$ cat src/rtl/paillier_job_scheduler_pkg.sv
// Shared Paillier types.
//   paillier_mode_t : operation selector carried by every descriptor
//   paillier_desc_t : queued descriptor {mode, src, dst}; address fields are
//                     64 bits wide, users with narrower buses zero-extend
//   lowest_set_idx  : index of the lowest set bit of a 16-bit vector
package paillier_pkg;

  typedef enum logic [1:0] {
    STA_ENCRYPTION      = 2'd0,
    STA_DECRYPTION      = 2'd1,
    STA_HOMOMORPHIC_ADD = 2'd2,
    STA_SCALAR_MUL      = 2'd3
  } paillier_mode_t;

  typedef struct packed {
    paillier_mode_t mode;
    logic [63:0]    src;
    logic [63:0]    dst;
  } paillier_desc_t;

  // Priority encoder, lowest index wins; returns 0 for an all-zero vector.
  function automatic logic [3:0] lowest_set_idx(input logic [15:0] vec);
    logic [3:0] idx;
    logic       found;
    idx   = 4'd0;
    found = 1'b0;
    for (int i = 0; i < 16; i++) begin
      if (!found && vec[i]) begin
        idx   = 4'(i);
        found = 1'b1;
      end else begin
        found = found;
      end
    end
    return idx;
  endfunction

endpackage

$ cat src/rtl/paillier_job_scheduler_rr_arbiter.sv
// paillier_rr_arbiter: N-way round-robin picker.
//   req_i   : request vector, one bit per requester
//   ptr_i   : index where the search starts (wraps past N-1 to 0)
//   grant_o : one-hot grant of the first requester at or above ptr_i
//   idx_o   : binary index of the granted requester
//   valid_o : at least one request was present
module paillier_rr_arbiter #(
  parameter  int unsigned N  = 4,
  localparam int unsigned IW = (N > 1) ? $clog2(N) : 1
) (
  input  logic [N-1:0]  req_i,
  input  logic [IW-1:0] ptr_i,
  output logic [N-1:0]  grant_o,
  output logic [IW-1:0] idx_o,
  output logic          valid_o
);

  logic [IW:0]   sum_s;
  logic [IW-1:0] cand_s;

  // Walk the requesters from ptr_i upward with wrap, first hit wins.
  always_comb begin
    grant_o = '0;
    idx_o   = '0;
    valid_o = 1'b0;
    sum_s   = '0;
    cand_s  = '0;
    for (int k = 0; k < N; k++) begin
      sum_s  = {1'b0, ptr_i} + (IW+1)'(k);
      sum_s  = (sum_s >= (IW+1)'(N)) ? (sum_s - (IW+1)'(N)) : sum_s;
      cand_s = sum_s[IW-1:0];
      if (!valid_o && req_i[cand_s]) begin
        valid_o         = 1'b1;
        idx_o           = cand_s;
        grant_o[cand_s] = 1'b1;
      end else begin
        valid_o = valid_o;
      end
    end
  end

endmodule

$ cat src/rtl/paillier_job_scheduler.sv
// paillier_job_scheduler: queues Paillier descriptors, dispatches them
// round-robin to free engines and returns one completion record at a time.
//   aclk_i / areset_i          : clock, synchronous active-high reset
//   desc_*_i / desc_ready_o    : descriptor push interface (valid/ready)
//   eng_start_o, eng_*_o       : one-hot start pulse plus its descriptor
//   eng_done_i                 : per-engine completion pulses
//   done_*_o / done_ready_i    : completion record (valid/ready)
//   queue_level_o, jobs_done_o : descriptors waiting, reported job count
//   idle_o, err_sticky_o       : nothing outstanding, spurious done seen
module paillier_job_scheduler
  import paillier_pkg::*;
#(
  parameter  int unsigned BLOCK_COUNT = 1,
  parameter  int unsigned DEPTH       = 4,
  parameter  int unsigned ADDR_W      = 64,
  localparam int unsigned ID_W        = (BLOCK_COUNT > 1) ? $clog2(BLOCK_COUNT) : 1,
  localparam int unsigned PTR_W       = $clog2(DEPTH),
  localparam int unsigned LVL_W       = PTR_W + 1
) (
  input  logic                   aclk_i,
  input  logic                   areset_i,
  input  logic                   desc_valid_i,
  output logic                   desc_ready_o,
  input  logic [1:0]             desc_mode_i,
  input  logic [ADDR_W-1:0]      desc_src_addr_i,
  input  logic [ADDR_W-1:0]      desc_dst_addr_i,
  output logic [BLOCK_COUNT-1:0] eng_start_o,
  output logic [1:0]             eng_mode_o,
  output logic [ADDR_W-1:0]      eng_src_addr_o,
  output logic [ADDR_W-1:0]      eng_dst_addr_o,
  input  logic [BLOCK_COUNT-1:0] eng_done_i,
  output logic                   done_valid_o,
  input  logic                   done_ready_i,
  output logic [ID_W-1:0]        done_eng_id_o,
  output logic [ADDR_W-1:0]      done_dst_addr_o,
  output logic [LVL_W-1:0]       queue_level_o,
  output logic [31:0]            jobs_done_o,
  output logic                   idle_o,
  output logic                   err_sticky_o
);

  // Descriptor queue storage and pointers (extra MSB distinguishes full/empty).
  paillier_desc_t          fifo_q [DEPTH];
  logic [PTR_W:0]          wr_ptr_q, wr_ptr_d, rd_ptr_q, rd_ptr_d;
  logic [LVL_W-1:0]        level_q, level_d;
  logic                    desc_ready_q, desc_ready_d;

  // Engine bookkeeping.
  logic [BLOCK_COUNT-1:0]  inflight_q, inflight_d;
  logic [BLOCK_COUNT-1:0]  pending_q, pending_d;
  logic [ID_W-1:0]         rr_ptr_q, rr_ptr_d;
  logic [ADDR_W-1:0]       dst_mem_q [BLOCK_COUNT];

  // Registered outputs.
  logic [BLOCK_COUNT-1:0]  eng_start_q, eng_start_d;
  paillier_mode_t          eng_mode_q, eng_mode_d;
  logic [ADDR_W-1:0]       eng_src_q, eng_src_d, eng_dst_q, eng_dst_d;
  logic                    done_valid_q, done_valid_d;
  logic [ID_W-1:0]         done_id_q, done_id_d;
  logic [ADDR_W-1:0]       done_dst_q, done_dst_d;
  logic [31:0]             jobs_done_q, jobs_done_d;
  logic                    idle_q, idle_d;
  logic                    err_q, err_d;

  // Combinational helpers.
  logic                    push_s, empty_s, full_d_s, dispatch_s, hs_s;
  paillier_desc_t          push_desc_s, head_s;
  logic [BLOCK_COUNT-1:0]  grant_s, start_mask_s, hs_mask_s, done_ok_s;
  logic [ID_W-1:0]         gnt_idx_s;
  logic                    gnt_any_s;
  logic [15:0]             pend16_s;

  paillier_rr_arbiter #(.N(BLOCK_COUNT)) u_arb (
    .req_i   (~inflight_q),
    .ptr_i   (rr_ptr_q),
    .grant_o (grant_s),
    .idx_o   (gnt_idx_s),
    .valid_o (gnt_any_s)
  );

  // Next-state computation for queue, engines, records and counters.
  always_comb begin
    push_s           = desc_valid_i & desc_ready_q;
    push_desc_s.mode = paillier_mode_t'(desc_mode_i);
    push_desc_s.src  = 64'(desc_src_addr_i);
    push_desc_s.dst  = 64'(desc_dst_addr_i);
    empty_s          = (wr_ptr_q == rd_ptr_q);
    head_s           = fifo_q[rd_ptr_q[PTR_W-1:0]];

    dispatch_s   = !empty_s & gnt_any_s;
    start_mask_s = dispatch_s ? grant_s : '0;

    hs_s                 = done_valid_q & done_ready_i;
    hs_mask_s            = '0;
    hs_mask_s[done_id_q] = hs_s;

    // A done only counts for an engine that is running and not yet reported.
    done_ok_s = eng_done_i & inflight_q & ~pending_q;
    err_d     = err_q | (|(eng_done_i & ~done_ok_s));

    inflight_d = (inflight_q & ~hs_mask_s) | start_mask_s;
    pending_d  = (pending_q & ~hs_mask_s) | done_ok_s;

    wr_ptr_d     = wr_ptr_q + (PTR_W+1)'(push_s);
    rd_ptr_d     = rd_ptr_q + (PTR_W+1)'(dispatch_s);
    level_d      = level_q + LVL_W'(push_s) - LVL_W'(dispatch_s);
    full_d_s     = (wr_ptr_d[PTR_W] != rd_ptr_d[PTR_W]) &&
                   (wr_ptr_d[PTR_W-1:0] == rd_ptr_d[PTR_W-1:0]);
    desc_ready_d = !full_d_s;

    if (dispatch_s) begin
      rr_ptr_d   = (gnt_idx_s == ID_W'(BLOCK_COUNT - 1)) ? '0 : (gnt_idx_s + ID_W'(1));
      eng_mode_d = head_s.mode;
      eng_src_d  = ADDR_W'(head_s.src);
      eng_dst_d  = ADDR_W'(head_s.dst);
    end else begin
      rr_ptr_d   = rr_ptr_q;
      eng_mode_d = eng_mode_q;
      eng_src_d  = eng_src_q;
      eng_dst_d  = eng_dst_q;
    end
    eng_start_d = start_mask_s;

    // An offered record is frozen until it is consumed; otherwise present
    // the lowest-index pending engine, including completions from this cycle.
    pend16_s                   = 16'h0000;
    pend16_s[BLOCK_COUNT-1:0]  = pending_d;
    if (done_valid_q && !done_ready_i) begin
      done_valid_d = done_valid_q;
      done_id_d    = done_id_q;
      done_dst_d   = done_dst_q;
    end else begin
      done_valid_d = |pending_d;
      done_id_d    = ID_W'(lowest_set_idx(pend16_s));
      done_dst_d   = dst_mem_q[done_id_d];
    end

    jobs_done_d = jobs_done_q + (hs_s ? 32'd1 : 32'd0);
    idle_d      = (level_d == '0) && (inflight_d == '0) && (pending_d == '0);
  end

  // Control and output registers.
  always_ff @(posedge aclk_i) begin
    if (areset_i) begin
      wr_ptr_q     <= '0;
      rd_ptr_q     <= '0;
      level_q      <= '0;
      desc_ready_q <= 1'b0;
      inflight_q   <= '0;
      pending_q    <= '0;
      rr_ptr_q     <= '0;
      eng_start_q  <= '0;
      eng_mode_q   <= STA_ENCRYPTION;
      eng_src_q    <= '0;
      eng_dst_q    <= '0;
      done_valid_q <= 1'b0;
      done_id_q    <= '0;
      done_dst_q   <= '0;
      jobs_done_q  <= 32'd0;
      idle_q       <= 1'b1;
      err_q        <= 1'b0;
    end else begin
      wr_ptr_q     <= wr_ptr_d;
      rd_ptr_q     <= rd_ptr_d;
      level_q      <= level_d;
      desc_ready_q <= desc_ready_d;
      inflight_q   <= inflight_d;
      pending_q    <= pending_d;
      rr_ptr_q     <= rr_ptr_d;
      eng_start_q  <= eng_start_d;
      eng_mode_q   <= eng_mode_d;
      eng_src_q    <= eng_src_d;
      eng_dst_q    <= eng_dst_d;
      done_valid_q <= done_valid_d;
      done_id_q    <= done_id_d;
      done_dst_q   <= done_dst_d;
      jobs_done_q  <= jobs_done_d;
      idle_q       <= idle_d;
      err_q        <= err_d;
    end
  end

  // Queue payload write; contents are only read behind valid pointers.
  always_ff @(posedge aclk_i) begin
    if (push_s) begin
      fifo_q[wr_ptr_q[PTR_W-1:0]] <= push_desc_s;
    end
  end

  // Remember each dispatched job's destination for its completion record.
  always_ff @(posedge aclk_i) begin
    if (dispatch_s) begin
      dst_mem_q[gnt_idx_s] <= ADDR_W'(head_s.dst);
    end
  end

  assign desc_ready_o    = desc_ready_q;
  assign eng_start_o     = eng_start_q;
  assign eng_mode_o      = eng_mode_q;
  assign eng_src_addr_o  = eng_src_q;
  assign eng_dst_addr_o  = eng_dst_q;
  assign done_valid_o    = done_valid_q;
  assign done_eng_id_o   = done_id_q;
  assign done_dst_addr_o = done_dst_q;
  assign queue_level_o   = level_q;
  assign jobs_done_o     = jobs_done_q;
  assign idle_o          = idle_q;
  assign err_sticky_o    = err_q;

endmodule

$ cat config.mk
export PLATFORM = sky130hd
export DESIGN_NAME = paillier_job_scheduler
export DESIGN_NICKNAME = d
export VERILOG_FILES = /design/src/rtl/paillier_job_scheduler_pkg.sv /design/src/rtl/paillier_job_scheduler_rr_arbiter.sv /design/src/rtl/paillier_job_scheduler.sv
export SDC_FILE = /design/constraint.sdc
export NUM_CORES = 1
export LEC_CHECK = 0
export ABC_AREA = 0
export CAP_MARGIN = 20
export CORE_UTILIZATION = 35
export CTS_BUF_LIST = sky130_fd_sc_hd__clkbuf_8
export DETAILED_ROUTE_END_ITERATION = 16
export SETUP_SLACK_MARGIN = 0.5
export SLEW_MARGIN = 20
export SYNTH_ARGS = -nofsm -noshare
export SYNTH_HDL_FRONTEND = slang
export SYNTH_HIERARCHICAL = 1
export SYNTH_SLANG_ARGS = --single-unit
$ cat constraint.sdc
create_clock -name aclk_i -period 25.7 [get_ports aclk_i]
set_input_delay 5.14 -clock aclk_i [delete_from_list [all_inputs] [get_ports aclk_i]]
set_output_delay 5.14 -clock aclk_i [all_outputs]
set_load 0.01 [all_outputs]
# Yosys cells after proc, flatten, opt, wreduce, memory -nomap -nowiden
# Memory sizes are Yosys's and may differ from the RTL's. A register that Yosys moved wholly into a read port is not among the register bits.
# Index checks and enable logic that the tools add are counted.
[op_classes] add_sub_neg=7 n_lt_le_gt_ge=5 eq_ne=3 muxes=16 n_bitwise=18 n_reduce_logical=11
[op_table] cell="adder 32 x 1 -> 32 bit" count=1
[op_table] cell="two-way mux 1 bit" count=15
[op_table] cell="adder 3 x 1 -> 3 bit" count=3
[op_table] cell="AND 1 bit" count=9
[op_table] cell="logical AND 1 bit" count=6
[op_table] cell="inverter 1 bit" count=6
[op_table] cell="zero test 1 bit" count=4
[op_table] cell="equality test 3 bit" count=1
[op_table] cell="greater-or-equal comparator 1 bit, second input constant" count=3
[op_table] cell="zero test 3 bit" count=1
[op_table] cell="bitwise OR 1 bit" count=3
[op_table] cell="subtractor 3 x 1 -> 3 bit" count=1
[op_table] cell="equality test 2 bit" count=1
[op_table] cell="less-than comparator 1 bit, second input constant" count=2
[op_table] cell="two-way mux 2 bit" count=1
[op_table] cell="adder 1 bit, second input constant" count=1
[op_table] cell="!= test 1 bit" count=1
[op_table] cell="subtractor 1 bit, second input constant" count=1
[word_totals] register_bits=180 ramBits=584 inputBits=135 output_inout_bits=235 mem_count=2
[mem_list] name="fifo_q" depth=4 width=130 read_ports=1 rd_ports_with_merged_regs=1 wr=1 line_no="paillier_job_scheduler.sv:43" source="paillier_desc_t fifo_q [DEPTH];"
[mem_list] name="dst_mem_q" depth=1 width=64 read_ports=1 rd_ports_with_merged_regs=1 wr=1 line_no="paillier_job_scheduler.sv:52" source="logic [ADDR_W-1:0] dst_mem_q [BLOCK_COUNT];"

# Depth between registers and ports, before layout
[logic_depth] word_depth=11 ltp_mapped=11 mapped_depth_nobuf=9

# Hierarchy
# Netlist, hierarchy kept.
[by_module_without_submodules] mod="paillier_job_scheduler" n_inst=1 cells_per_inst=1836 area_per_inst_um2=29381.9 seq_area_each_um2=22381.5
[by_module_without_submodules] mod="paillier_rr_arbiter" n_inst=1 cells_per_inst=4 area_per_inst_um2=26.3 seq_area_each_um2=0.0

# Least setup slack after synthesis
# OpenSTA, ideal clock, no wires.
[synth_path] path_kind="input -> register" startpoint="input desc_valid_i" endpoint="memory fifo_q[0][0] (netlist bit) (enable)" arrival_time_ns=14.913 required_ns=24.896 path_slack_ns=9.983 path_stages=3 path_buffers=1 cell_sequence="and2_1 clkbuf_1 nor3b_1"
[synth_via] elab_chain_len=3
[synth_rtl] element="start: declaration" line_no="paillier_job_scheduler.sv:22" source="input logic desc_valid_i,"
[synth_rtl] element="AND 1 bit" line_no="paillier_job_scheduler.sv:83" source="push_s = desc_valid_i & desc_ready_q;"
[synth_rtl] element="two-way mux 1 bit" line_no="paillier_job_scheduler.sv:185" source="if (push_s) begin"
[synth_rtl] element="two-way mux 1 bit (not written as such)" line_no="paillier_job_scheduler.sv:186" source="fifo_q[wr_ptr_q[PTR_W-1:0]] <= push_desc_s;"
[synth_rtl] element="end: declaration" line_no="paillier_job_scheduler.sv:43"
# Every way passes these cells.

# Final worst setup path
[layout_path] startpoint="input done_ready_i" endpoint="register jobs_done_q[20] (netlist: jobs_done_o[20])"
[layout_via] elab_chain_len=3
[layout_rtl] element="start: declaration" line_no="paillier_job_scheduler.sv:33" source="input logic done_ready_i,"
[layout_rtl] element="AND 1 bit" line_no="paillier_job_scheduler.sv:93" source="hs_s = done_valid_q & done_ready_i;"
[layout_rtl] element="two-way mux 1 bit" line_no="paillier_job_scheduler.sv:138" source="jobs_done_d = jobs_done_q + (hs_s ? 32'd1 : 32'd0);"
[layout_rtl] element="adder 32 x 1 -> 32 bit" line_no="paillier_job_scheduler.sv:138"
[layout_rtl] element="end signal: assignment" line_no="paillier_job_scheduler.sv:177" source="jobs_done_q <= jobs_done_d;"
[layout_rtl] element="end: declaration" line_no="paillier_job_scheduler.sv:61" source="logic [31:0] jobs_done_q, jobs_done_d;"
# Every way passes these cells.
# A chain may end at the register's enable or synchronous reset.

==> summary.txt <==
Worst Path Class, Setup: input pin to register
Fraction of layout instances using a drive strength above 1: 14.8%
Count of warnings emitted by yosys: 6
Required @ worst endpoint: 26.36 ns
Library cell contributing the largest single delay on the critical path: sky130_fd_sc_hd__or3_1
Setup repair after global routing missed its margin: false
Vias post-DR: 16.8k
Worst flop-to-flop path endpoint: idle_o
Buffer cell driving the clock tree root: sky130_fd_sc_hd__clkbuf_8
Hold Crit Start: done_dst_addr_o[56]
Area growth from synthesis to layout: 25.9%
DRC violations left: 0
Number of nets in the layout: 2397
Ports placed on the boundary: 370
Time the final worst path needs with I/O delays and setup: 7.20 ns
Number of endpoints failing setup at the final stage: 0
Number of clock sinks: 826
Worst Path Buf+Inv: 2
Max-slew violation total from the final report: 0
TritonCTS clock tree: done
Most numerous cell on the critical path: sky130_fd_sc_hd__ha_1
Slowest cell delay on critical path: 0.59 ns
Residual antenna-violating net count after detailed routing: 0
Via-per-instance ratio: 4.87
CTS H-tree lvls: 4
Number of buffers on the longest clock path: 3
Wire per inst: 20.0 µm
Area of the mapped netlist: 29400 µm²
Worst Clk Skew: 0.0302 ns
Share of the cycle needed by the critical path after routing: 28.0%
Post-CTS Hold Fix Bufs: 0
Cells on Worst Hold Path: 2
CP Data Arrival Time: 7.86 ns
Run status: complete, no violations
Achievable clock frequency: 139 MHz
Number of gates resized after cts: 0
Total nets after synthesis: 1981
Buffer count from post-CTS setup fixing: 0
Number of instances in the synthesized netlist: 1838
Critical path cell sequence: clkdlybuf4s50_1, nand2_1, inv_1, ha_1, ha_1, nand3_1, or3_1, or4_1, a21oi_1
Worst rel slew slack: 29.5%
Number of cells traversed by the worst register-to-register path: 9
Crit. End Element: register
Floorplan die height: 292 µm
Total Routed Length: 68.9 mm
Die extent in x: 292 µm
Grt total ovfl: 0
Logic depth of the worst setup path including buffers: 9
Minimum setup slack among reg-to-reg paths: 21.99 ns
Number of cell rows: 105
Clock slew seen by the registers of the worst setup and hold paths: 0.06 ns
Final Hold Viols: 0
Effective utilization at floorplan: 35.6%
Worst skew pair latency: 0.76 ns
Design Area, Final: 37000 µm²
Gate family responsible for the most delay along the worst path: simple AND/OR/NAND/NOR gates
Placed standard-cell area: 34200 µm²
Worst slew pin tran: 1.06 ns
GRT Resource Usage Total: 16.3%
RD Place Congestion: 0.827
Average cell area after synthesis: 16.0 µm²
Kind of start point of the critical path: input pin
Max Cap Viol: 0
# port buffers: 368
Leak Pwr: 0.0123 µW
Number of design-rule violations left by the first detailed-router iteration: 875
TritonCTS buffer count: 142
Most common library cell in the layout ignoring fill and taps: sky130_fd_sc_hd__edfxtp_1
Worst flop-to-flop path startpoint: rd_ptr_q[0]
Worst hold endpoint: done_dst_addr_o[56]
Largest net degree at the start of global routing: 131
Most used cells in the layout excluding fill and tap cells: sky130_fd_sc_hd__edfxtp_1, sky130_fd_sc_hd__nand2_1, sky130_fd_sc_hd__clkdlybuf4s50_1
Antenna violations before repair: 10
Sum of negative setup slack: 0 ns
Power density over cell area: 103 nW/µm²
Global-route wire length before repair: 105 mm
Maximum net fanout on the critical path: 17
Via count of the first global-routing pass: 17.4k
Core Box Area: 82600 µm²
First-pass DRT Iterations: 5
Area of the die: 85200 µm²
Fill cells: 7290
Detail Placement HPWL: 39.8 mm
Hold WC Path Type: register to register
Maximum ir drop on the vdd rail: 0.104 mV
worst max path at each step:
stage	start	to	slack (ns)
final	done_ready_i	jobs_done_o[20]	18.50
after global routing	done_ready_i	jobs_done_o[26]	18.37
after CTS	done_ready_i	jobs_done_o[22]	18.61
after detailed placement	done_ready_i	jobs_done_o[20]	17.78
after global placement	done_ready_i	jobs_done_o[30]	17.84
after floorplan	desc_valid_i	fifo_q[0][0]	9.98
state kept, by name, summed over array words and instances, names as in the netlist, 32 cells and up:
| name | cells |
|---|---|
| dst_mem_q | 64 |
| eng_src_addr_o | 64 |
| jobs_done_o | 32 |
| eng_dst_addr_o | 64 |
| done_dst_addr_o | 64 |
| fifo_q | 520 |
cell type report:
type | instances | area (µm²) | area share [%]
Antenna cell | 5 | 12.5 | 0.0338
Tap cell | 1070 | 1340 | 3.62
Sequential cell | 826 | 22400 | 60.5
Clock buffer | 162 | 2230 | 6.02
Inverter | 11 | 48.8 | 0.132
Multi-Input combinational cell | 891 | 6560 | 17.7
Clock inverter | 101 | 592 | 1.60
Timing Repair Buffer | 382 | 3840 | 10.4
layer usage:
layer | wire length (µm) | up-vias | track usage (%)
met2 | 32900 | 479 | 26.4
met5 | 113 | - | 0
met4 | 1180 | 14 | 5.29
li1 | - | 7708 | -
met3 | 5060 | 107 | 4.97
met1 | 29600 | 8490 | 20.9
worst reg2reg max path, delay by kind of cell (launching register included):
family	cells	cell delay, ns
flops	1	0.87
fa+ha+maj	2	0.64
xor+xnor	2	0.40
buf+inv	2	0.93
compound gates	2	0.61
simple gates	1	0.16
power by group:
part,leakage [µW],internal [µW],switching [µW]
registers,0.00732,1630,114
logic,0.00336,428,489
clock network,0.00164,629,526
metrics by stage:
stage | instances | power, µW | setup slack, ns | hold WS [ns] | utilization (%)
floorplan | 1838 | 2270 | 9.98 | 0.476 | -
global placement | 3180 | 2700 | 17.84 | 0.440 | 41.4
detailed placement | 3180 | 2710 | 17.78 | 0.445 | 41.4
CTS | 3443 | 3890 | 18.61 | 0.452 | 44.8
global route | 3444 | 4020 | 18.37 | 0.460 | 44.8
finish | 3448 | 3820 | 18.50 | 0.449 | 44.8
No activity file was read; power rests on OpenSTA's default activity.
